[src/rtl/control_cmd_dispatch_if.sv]
// Bundle between the command dispatcher, the upstream byte stream, the command engines and the RAM write port.
// The master side drives the stream and the engine outputs. The slave side is the dispatcher.
interface control_cmd_dispatch_if #(
    parameter int NUM_CMDS = 4,
    parameter int ROW_W    = 5,
    parameter int COL_W    = 6,
    parameter int PIX_W    = 1
);
    localparam int SEL_W = $clog2(NUM_CMDS);

    logic [7:0]              in_data;
    logic                    in_valid;
    logic                    in_ready;
    logic [NUM_CMDS-1:0]     sub_enable;
    logic [7:0]              sub_data;
    logic [NUM_CMDS-1:0]     sub_ready_for_data;
    logic [NUM_CMDS-1:0]     sub_done;
    logic [NUM_CMDS*ROW_W-1:0] sub_row;
    logic [NUM_CMDS*COL_W-1:0] sub_column;
    logic [NUM_CMDS*PIX_W-1:0] sub_pixel;
    logic [NUM_CMDS*8-1:0]   sub_data_out;
    logic [NUM_CMDS-1:0]     sub_ram_write_enable;
    logic [ROW_W-1:0]        row;
    logic [COL_W-1:0]        column;
    logic [PIX_W-1:0]        pixel;
    logic [7:0]              data_out;
    logic                    ram_write_enable;
    logic                    busy;
    logic [SEL_W-1:0]        active_cmd;
    logic                    cmd_error;
    logic                    cmd_timeout;

    modport master (
        output in_data, in_valid, sub_ready_for_data, sub_done, sub_row, sub_column,
               sub_pixel, sub_data_out, sub_ram_write_enable,
        input  in_ready, sub_enable, sub_data, row, column, pixel, data_out,
               ram_write_enable, busy, active_cmd, cmd_error, cmd_timeout
    );

    modport slave (
        input  in_data, in_valid, sub_ready_for_data, sub_done, sub_row, sub_column,
               sub_pixel, sub_data_out, sub_ram_write_enable,
        output in_ready, sub_enable, sub_data, row, column, pixel, data_out,
               ram_write_enable, busy, active_cmd, cmd_error, cmd_timeout
    );
endinterface

[src/rtl/control_cmd_dispatch.sv]
// Command front-end: decodes an opcode byte and streams the payload to the selected engine.
// It muxes that engine's framebuffer write port, and a no-progress watchdog aborts stalled engines.
//   state | meaning
//   IDLE  | waiting for an opcode byte
//   RUN   | payload forwarded to engine active_cmd, watchdog running
//   DRAIN | single cycle with the engine disabled; its write port is still muxed
module control_cmd_dispatch #(
    parameter int                    NUM_CMDS       = 4,
    parameter logic [NUM_CMDS*8-1:0] OPCODES        = 32'h52_4C_50_46,
    parameter int                    ROW_W          = 5,
    parameter int                    COL_W          = 6,
    parameter int                    PIX_W          = 1,
    parameter int                    TIMEOUT_CYCLES = 1024
) (
    input logic                   clk,
    input logic                   reset,
    control_cmd_dispatch_if.slave bus
);
    localparam int SEL_W = $clog2(NUM_CMDS);
    localparam int WD_W  = $clog2(TIMEOUT_CYCLES);
    localparam logic [WD_W-1:0] WD_LAST = WD_W'(TIMEOUT_CYCLES - 1);

    typedef enum logic [1:0] {IDLE, RUN, DRAIN} state_t;

    state_t           state_q;
    logic [SEL_W-1:0] active_q;
    logic [WD_W-1:0]  wd_q;
    logic             err_q;
    logic             tmo_q;

    logic             hit;
    logic [SEL_W-1:0] hit_idx;
    logic             sel_rdy;
    logic             sel_done;
    logic             sel_we;
    logic             accept;
    logic             progress;

    always_comb begin
        hit     = 1'b0;
        hit_idx = '0;
        for (int i = 0; i < NUM_CMDS; i++) begin
            if (bus.in_data == OPCODES[8*i +: 8]) begin
                hit     = 1'b1;
                hit_idx = SEL_W'(i);
            end
        end
    end

    assign sel_rdy  = bus.sub_ready_for_data[active_q];
    assign sel_done = bus.sub_done[active_q];
    assign sel_we   = bus.sub_ram_write_enable[active_q];
    assign accept   = bus.in_valid & bus.in_ready;
    assign progress = accept | bus.ram_write_enable;

    // An engine that is busy (not requesting) keeps running. A requesting engine only runs when a byte is really there.
    always_comb begin
        bus.in_ready         = 1'b0;
        bus.sub_enable       = '0;
        bus.row              = '0;
        bus.column           = '0;
        bus.pixel            = '0;
        bus.data_out         = '0;
        bus.ram_write_enable = 1'b0;
        if (state_q != IDLE) begin
            bus.row              = bus.sub_row[active_q*ROW_W +: ROW_W];
            bus.column           = bus.sub_column[active_q*COL_W +: COL_W];
            bus.pixel            = bus.sub_pixel[active_q*PIX_W +: PIX_W];
            bus.data_out         = bus.sub_data_out[active_q*8 +: 8];
            bus.ram_write_enable = sel_we;
        end
        if (state_q == IDLE) begin
            bus.in_ready = reset;
        end
        if (state_q == RUN) begin
            bus.in_ready             = sel_rdy;
            bus.sub_enable[active_q] = !sel_rdy || bus.in_valid;
        end
    end

    assign bus.sub_data    = bus.in_data;
    assign bus.busy        = (state_q != IDLE);
    assign bus.active_cmd  = active_q;
    assign bus.cmd_error   = err_q;
    assign bus.cmd_timeout = tmo_q;

    always_ff @(posedge clk or negedge reset) begin
        if (!reset) begin
            state_q  <= IDLE;
            active_q <= '0;
            wd_q     <= '0;
            err_q    <= 1'b0;
            tmo_q    <= 1'b0;
        end else begin
            err_q <= 1'b0;
            tmo_q <= 1'b0;
            unique case (state_q)
                IDLE: begin
                    if (bus.in_valid) begin
                        if (hit) begin
                            active_q <= hit_idx;
                            wd_q     <= '0;
                            state_q  <= RUN;
                        end else begin
                            err_q <= 1'b1;
                        end
                    end
                end
                RUN: begin
                    // A completion in the same cycle as the timeout takes priority over it.
                    if (sel_done) begin
                        state_q <= DRAIN;
                    end else if (progress) begin
                        wd_q <= '0;
                    end else if (wd_q == WD_LAST) begin
                        tmo_q   <= 1'b1;
                        state_q <= DRAIN;
                    end else begin
                        wd_q <= wd_q + 1'b1;
                    end
                end
                DRAIN: begin
                    state_q <= IDLE;
                end
                default: begin
                    state_q <= IDLE;
                end
            endcase
        end
    end
endmodule

[src/flat_wrapper.sv]
// flat-port wrapper written by rule: the top's interface ports become plain ports
module control_cmd_dispatch_flat 
#(
    parameter int                    NUM_CMDS       = 4,
    parameter logic [NUM_CMDS*8-1:0] OPCODES        = 32'h52_4C_50_46,
    parameter int                    ROW_W          = 5,
    parameter int                    COL_W          = 6,
    parameter int                    PIX_W          = 1,
    parameter int                    TIMEOUT_CYCLES = 1024
)
  (clk, reset, bus_in_data, bus_in_valid, bus_sub_ready_for_data, bus_sub_done, bus_sub_row, bus_sub_column, bus_sub_pixel, bus_sub_data_out, bus_sub_ram_write_enable, bus_in_ready, bus_sub_enable, bus_sub_data, bus_row, bus_column, bus_pixel, bus_data_out, bus_ram_write_enable, bus_busy, bus_active_cmd, bus_cmd_error, bus_cmd_timeout);
  control_cmd_dispatch_if #(.NUM_CMDS(NUM_CMDS), .ROW_W(ROW_W), .COL_W(COL_W), .PIX_W(PIX_W)) bus_i ();
  input logic clk;
  input logic reset;
  input wire logic [$bits(bus_i.in_data)-1:0] bus_in_data;
  input wire logic [$bits(bus_i.in_valid)-1:0] bus_in_valid;
  input wire logic [$bits(bus_i.sub_ready_for_data)-1:0] bus_sub_ready_for_data;
  input wire logic [$bits(bus_i.sub_done)-1:0] bus_sub_done;
  input wire logic [$bits(bus_i.sub_row)-1:0] bus_sub_row;
  input wire logic [$bits(bus_i.sub_column)-1:0] bus_sub_column;
  input wire logic [$bits(bus_i.sub_pixel)-1:0] bus_sub_pixel;
  input wire logic [$bits(bus_i.sub_data_out)-1:0] bus_sub_data_out;
  input wire logic [$bits(bus_i.sub_ram_write_enable)-1:0] bus_sub_ram_write_enable;
  output wire logic [$bits(bus_i.in_ready)-1:0] bus_in_ready;
  output wire logic [$bits(bus_i.sub_enable)-1:0] bus_sub_enable;
  output wire logic [$bits(bus_i.sub_data)-1:0] bus_sub_data;
  output wire logic [$bits(bus_i.row)-1:0] bus_row;
  output wire logic [$bits(bus_i.column)-1:0] bus_column;
  output wire logic [$bits(bus_i.pixel)-1:0] bus_pixel;
  output wire logic [$bits(bus_i.data_out)-1:0] bus_data_out;
  output wire logic [$bits(bus_i.ram_write_enable)-1:0] bus_ram_write_enable;
  output wire logic [$bits(bus_i.busy)-1:0] bus_busy;
  output wire logic [$bits(bus_i.active_cmd)-1:0] bus_active_cmd;
  output wire logic [$bits(bus_i.cmd_error)-1:0] bus_cmd_error;
  output wire logic [$bits(bus_i.cmd_timeout)-1:0] bus_cmd_timeout;
  assign bus_i.in_data = bus_in_data;
  assign bus_i.in_valid = bus_in_valid;
  assign bus_i.sub_ready_for_data = bus_sub_ready_for_data;
  assign bus_i.sub_done = bus_sub_done;
  assign bus_i.sub_row = bus_sub_row;
  assign bus_i.sub_column = bus_sub_column;
  assign bus_i.sub_pixel = bus_sub_pixel;
  assign bus_i.sub_data_out = bus_sub_data_out;
  assign bus_i.sub_ram_write_enable = bus_sub_ram_write_enable;
  assign bus_in_ready = bus_i.in_ready;
  assign bus_sub_enable = bus_i.sub_enable;
  assign bus_sub_data = bus_i.sub_data;
  assign bus_row = bus_i.row;
  assign bus_column = bus_i.column;
  assign bus_pixel = bus_i.pixel;
  assign bus_data_out = bus_i.data_out;
  assign bus_ram_write_enable = bus_i.ram_write_enable;
  assign bus_busy = bus_i.busy;
  assign bus_active_cmd = bus_i.active_cmd;
  assign bus_cmd_error = bus_i.cmd_error;
  assign bus_cmd_timeout = bus_i.cmd_timeout;
  control_cmd_dispatch #(.NUM_CMDS(NUM_CMDS), .OPCODES(OPCODES), .ROW_W(ROW_W), .COL_W(COL_W), .PIX_W(PIX_W), .TIMEOUT_CYCLES(TIMEOUT_CYCLES)) u_core (.clk(clk), .reset(reset), .bus(bus_i));
endmodule
[config.mk]
export PLATFORM = sky130hd
export DESIGN_NAME = control_cmd_dispatch_flat
export DESIGN_NICKNAME = d
export VERILOG_FILES = /design/src/rtl/control_cmd_dispatch_if.sv /design/src/rtl/control_cmd_dispatch.sv /design/src/flat_wrapper.sv
export SDC_FILE = /design/constraint.sdc
export NUM_CORES = 1
export LEC_CHECK = 0
export ABC_CLOCK_PERIOD_IN_PS = 3500
export CORE_MARGIN = 5
export CORE_UTILIZATION = 35
export DETAILED_ROUTE_END_ITERATION = 7
export GPL_ROUTABILITY_DRIVEN = 1
export PLACE_DENSITY = 0.95
export REMOVE_ABC_BUFFERS = 1
export SLEW_MARGIN = 15
export SYNTH_ARGS = -nofsm -noshare
export SYNTH_HDL_FRONTEND = slang
export SYNTH_SLANG_ARGS = --single-unit
[constraint.sdc]
create_clock -name clk -period 3.5 [get_ports clk]
set_clock_uncertainty 0.15 [all_clocks]
set_input_delay 0.7 -clock clk [delete_from_list [all_inputs] [get_ports clk]]
set_output_delay 0.7 -clock clk [all_outputs]
set_load 0.005 [all_outputs]
## After elaboration in Yosys (flattened, before gate mapping)

Index checks and enable logic that the tools add are counted.

- Bits in registers: 16
- Input port bits: 103
- Output and inout bits: 39
- Word-level logic and storage cells: 80

- Add/sub/neg operators: 1
- Multipliers: 2
- Magnitude comparators: 2
- Eq/ne operators: 12
- Shift-type cells: 4
- Multiplexer cells: 42
- Bitwise logic cells: 3
- Reduce and logical (&&, ||, !) cells: 9

Operator list:

| cell | count |
|---|---|
| two-way mux 10 bit | 5 |
| == test 8 x 7 -> 1 bit, second input constant | 4 |
| indexed part select 32 x 6 -> 8 bit | 1 |
| indexed part select 24 x 6 -> 6 bit | 1 |
| two-way mux 1 bit | 20 |
| case mux 10 bit (2 select lines) | 1 |
| indexed part select 20 x 6 -> 5 bit | 1 |
| two-way mux 2 bit | 7 |
| adder 10 x 1 -> 10 bit, second input constant | 1 |
| == test 10 bit, second input constant | 1 |
| inequality test 3 x 2 -> 1 bit, second input constant | 3 |
| two-way mux 8 bit | 1 |
| binary-select mux 1 bit (select 2 bit) | 3 |
| two-way mux 6 bit | 1 |
| multiplier 2 x 3 -> 5 bit, second input constant | 1 |
| two-way mux 5 bit | 1 |
| AND reduction 5 bit | 1 |
| bitwise AND 4 bit | 1 |
| multiplier 2 x 2 -> 4 bit, second input constant | 1 |
| two-way mux 4 bit | 1 |
| inequality test 2 bit, second input constant | 2 |
| case mux 2 bit (2 select lines) | 1 |
| AND reduction 4 bit | 1 |
| nonzero test 2 bit | 2 |
| 13 further kinds | 13 |

## Depth between registers and ports, before layout

- Word-level depth: 8
- Gate-level depth with buffers: 7
- Mapped depth without buffers: 6

## Worst setup path after synthesis

Ideal clock, no wire load.

- Path kind: reg-to-output
- Start: register u_core.active_q[0], in the netlist u_core.bus.active_cmd[0]
- End: output port bus_column[0]
- Arrival: 1.504 ns
- Required time: 2.650 ns
- Setup slack: 1.146 ns
- Cell stages (with the launch flop): 5
- Path buffers: 2
- Path through: dfrtp_1 buf_6 buf_2 mux4_2 nor2b_1

- Longest elaborated chain between the ends: 3

RTL lines:

| what | line | source |
|---|---|---|
| start, declared | control_cmd_dispatch.sv:26 | `logic [SEL_W-1:0] active_q;` |
| start signal, assigned | control_cmd_dispatch.sv:101 | `active_q <= hit_idx;` |
| multiplier 2 x 2 -> 4 bit | control_cmd_dispatch.sv:67 | `bus.column = bus.sub_column[active_q*COL_W +: COL_W];` |
| indexed part select 24 x 6 -> 6 bit | control_cmd_dispatch.sv:67 |  |
| two-way mux 6 bit | control_cmd_dispatch.sv:65 | `if (state_q != IDLE) begin` |
| end, declared | flat_wrapper.sv:28 | `output wire logic [$bits(bus_i.column)-1:0] bus_column;` |

Every way passes these cells.

## Worst setup path in the final report

- Start: input port bus_sub_ready_for_data[0]
- End: output port bus_in_ready

- Longest elaborated chain between the ends: 3

RTL lines:

| what | line | source |
|---|---|---|
| start, declared | flat_wrapper.sv:17 | `input wire logic [$bits(bus_i.sub_ready_for_data)-1:0] bus_sub_ready_for_data;` |
| binary-select mux 1 bit (select 2 bit) | control_cmd_dispatch.sv:50 | `assign sel_rdy = bus.sub_ready_for_data[active_q];` |
| two-way mux 1 bit (implied by the code) | control_cmd_dispatch.sv:50 |  |
| two-way mux 1 bit | control_cmd_dispatch.sv:75 | `if (state_q == RUN) begin` |
| end, declared | flat_wrapper.sv:24 | `output wire logic [$bits(bus_i.in_ready)-1:0] bus_in_ready;` |

Every way passes these cells. The select of a mux whose other input is x is not followed.

==> impl_metrics.ini <==
[status]
status = finished clean

[critical_path]
cp_max_fo = 2
reg2reg_depth = 6
crit_required_ns = 2.65
worstSetupEndpointType = primary output
reg2reg_to = u_core.wd_q[9]
crit_start = bus_sub_ready_for_data[0]
arrival_ns = 2.41
ff2ff_setup_slack_ns = 1.12
worstSetupPathType = input pin to primary output
crit_path_start_kind = input pin
reg2reg_from = u_core.bus.active_cmd[1]

[power_and_ir_drop]
p_comb_frac = 0.431
vdd_drop_max_v = 0.000114
p_sw_mw = 0.143
powerDensity_nw_per_um2 = 192
p_total_mw = 0.625
p_sw_frac = 0.229
static-leakage-power_nw = 1.23
p_seq_frac = 0.305
p_int_mw = 0.482
clock_power_share = 0.264

[timing]
final.setup.worst_slack_ns = 0.243
hold_viol = 0
setup_tns_ns = 0
fin_crit_ns = 3.26
worstMarginPinSlew_ns = 0.627
fin_crit_sh = 0.931
setup_viol = 0
rsz0062_at_grt = false
max_freq_ghz = 0.307
drv_slew = 0
slew_headroom = 0.582

[floorplan]
die_x_um = 81.3
rows = 26
die_area_um2 = 6610
coreArea_um2 = 5010
num_io_pins = 142
start_util = 0.355
die_h_um = 81.3

[global_route]
grt.total_usage = 0.213
antenna_found_initial = 0
grt-ovfl-total = 0
grt_pass1_vias = 2149
grt_max_degree = 31
grt_pass1_wl_mm = 10.8

[cells_and_area]
fillers = 413
layout-drive-gt1-share = 0.132
area_delta_synth_final_pct = 83.6
final_area_um2 = 3260
final_nets = 407
final_core_util = 0.652
insertedDiodeCount = 0

[placement]
preCtsSetupSlack_ns = 0.262
gp_congestion = 0.871
hpwl_mm = 5.90
port_buffers = 141
postPlaceCellArea_um2 = 3210

[clock_network]
cts_htree_levels = 1
cts_setup_buffers = 0
cts_resized = 0
cts_tree = built
cts-buffers-inserted = 3
clock_latency_ns = 0.25
hold_buffers = 0
max-clock-path-buffers = 2
path_clk_slew_ns = 0.06
clock-sinks = 16
clockRootBuffer = clkbuf_8

[synthesis]
ys.flop_type = dfrtp_1
synth.distinct_cells = 51
synth_edf_count = 0
ys_ff_latch = 16
ys_seq_area_frac = 0.225
syn_area_um2 = 1780
syn_avg_cell_area_um2 = 10.5
ys_async_sr_fraction = 1.00
ys_warn_count = 0
netlist_instances = 170

[route]
vias = 1970
ant_nets = 0
routedWlPerCell_um = 18.6
drc = 0
drtIter0Drc = 93
viasPerCell = 5.30
firstDrtPassIters = 4
wirelength_mm = 6.93

[min_path]
min-delay-start = u_core.wd_q[4]
hold_path.class = flop to flop
holdPathStages = 1
hold_path_end = u_core.wd_q[4]

[flow_run]
maxCapViolCount = 0
sequential cells by signal, indices dropped and copies added, names as in the netlist:
| register | cells |
|---|---|
| u_core.bus.active_cmd | 2 |
| u_core.bus.cmd_timeout | 1 |
| u_core.bus.cmd_error | 1 |
| u_core.state_q | 2 |
| u_core.wd_q | 10 |
worst max-delay path, cell delays in order:
cell and delay, ns:
clkdlybuf4s50_1 0.50, mux2i_1 0.12, or3_1 0.39, o211ai_1 0.13, clkdlybuf4s50_1 0.57
Yosys cell counts (all sizes together) (3+ instances only):
library cell,number,area share
nor2,6,0.023
a31oi,4,0.014
nand2,10,0.021
nor2b,24,0.089
buf,15,0.060
o21ai,10,0.034
a21o,3,0.013
inv,5,0.011
clkbuf,3,0.0063
and3,3,0.011
dfrtp,16,0.23
nand3,5,0.014
mux4,22,0.28
a21oi,7,0.020
or2,3,0.011
area by class of cell:
| cell class | instances | area [µm²] | share of cell area |
|---|---|---|---|
| Tap cell | 70 | 87.6 | 0.0268 |
| Inverter | 5 | 18.8 | 0.00575 |
| Sequential cell | 16 | 400 | 0.123 |
| Clock buffer | 4 | 55.1 | 0.0169 |
| Multi-Input combinational cell | 131 | 1240 | 0.380 |
| Timing Repair Buffer | 146 | 1460 | 0.448 |
worst max-delay path by stage:
stage / depth (start not counted) / to / slack (ns)
6_report: 5 / bus_in_ready / 0.24
5_1_grt: 5 / bus_in_ready / 0.19
4_1_cts: 5 / bus_in_ready / 0.25
3_5_place_dp: 5 / bus_in_ready / 0.26
3_3_place_gp: 4 / bus_sub_enable[2] / 0.28
2_1_floorplan: 5 / u_core.wd_q[7] / 0.70
layout by cell type, fill, tap and decap left out, types with 2 or more instances in the layout:
| cell | n |
|---|---|
| a21o_1 | 3 |
| a22o_1 | 2 |
| nor4b_1 | 2 |
| dfrtp_1 | 16 |
| nand3_1 | 5 |
| clkbuf_8 | 4 |
| buf_4 | 4 |
| a2111oi_0 | 2 |
| o2bb2ai_1 | 2 |
| o22a_1 | 2 |
| inv_1 | 5 |
| nor2_1 | 4 |
| mux4_2 | 21 |
| a21oi_1 | 7 |
| a31oi_1 | 4 |
| or2_1 | 2 |
| o21ai_1 | 3 |
| and4_1 | 2 |
| and3_1 | 2 |
| mux2i_1 | 2 |
| nand2_1 | 10 |
| or2b_1 | 2 |
| nor2b_1 | 23 |
| o21ai_0 | 6 |
| clkdlybuf4s50_1 | 141 |
| a211oi_1 | 2 |
kinds of logic after synthesis:
| group | Yosys count | share of synthesized area |
|---|---|---|
| fa+ha+maj | 1 | 0.00704 |
| buf+inv | 23 | 0.0767 |
| flops | 16 | 0.225 |
| xor+xnor | 1 | 0.00493 |
| compound gates | 41 | 0.166 |
| simple gates | 64 | 0.228 |
| mux | 24 | 0.292 |
power by group through the flow:
stage               logic [mW]  registers [mW]  clock network [mW]
finish                   0.269           0.191               0.165
floorplan               0.0858           0.210                   0
detailed placement       0.271           0.194                   0
global placement         0.263           0.194                   0
global route             0.288           0.191               0.174
CTS                      0.272           0.191               0.167
per-layer routing:
layer	GRT usage	wire [µm]	vias up
li1	-	-	909
met1	0.213	2340	947
met2	0.426	3820	92
met3	0.0399	524	22
met4	0.0811	244	0
met5	0	0	-
per-stage QoR:
step | hold WS [ns] | instances
floorplan | 0.254 | 152
global placement | 0.341 | 368
detailed placement | 0.355 | 368
CTS | 0.371 | 372
global route | 0.406 | 372
finish | 0.371 | 372
Note: power is estimated with default switching activity, not from simulation.
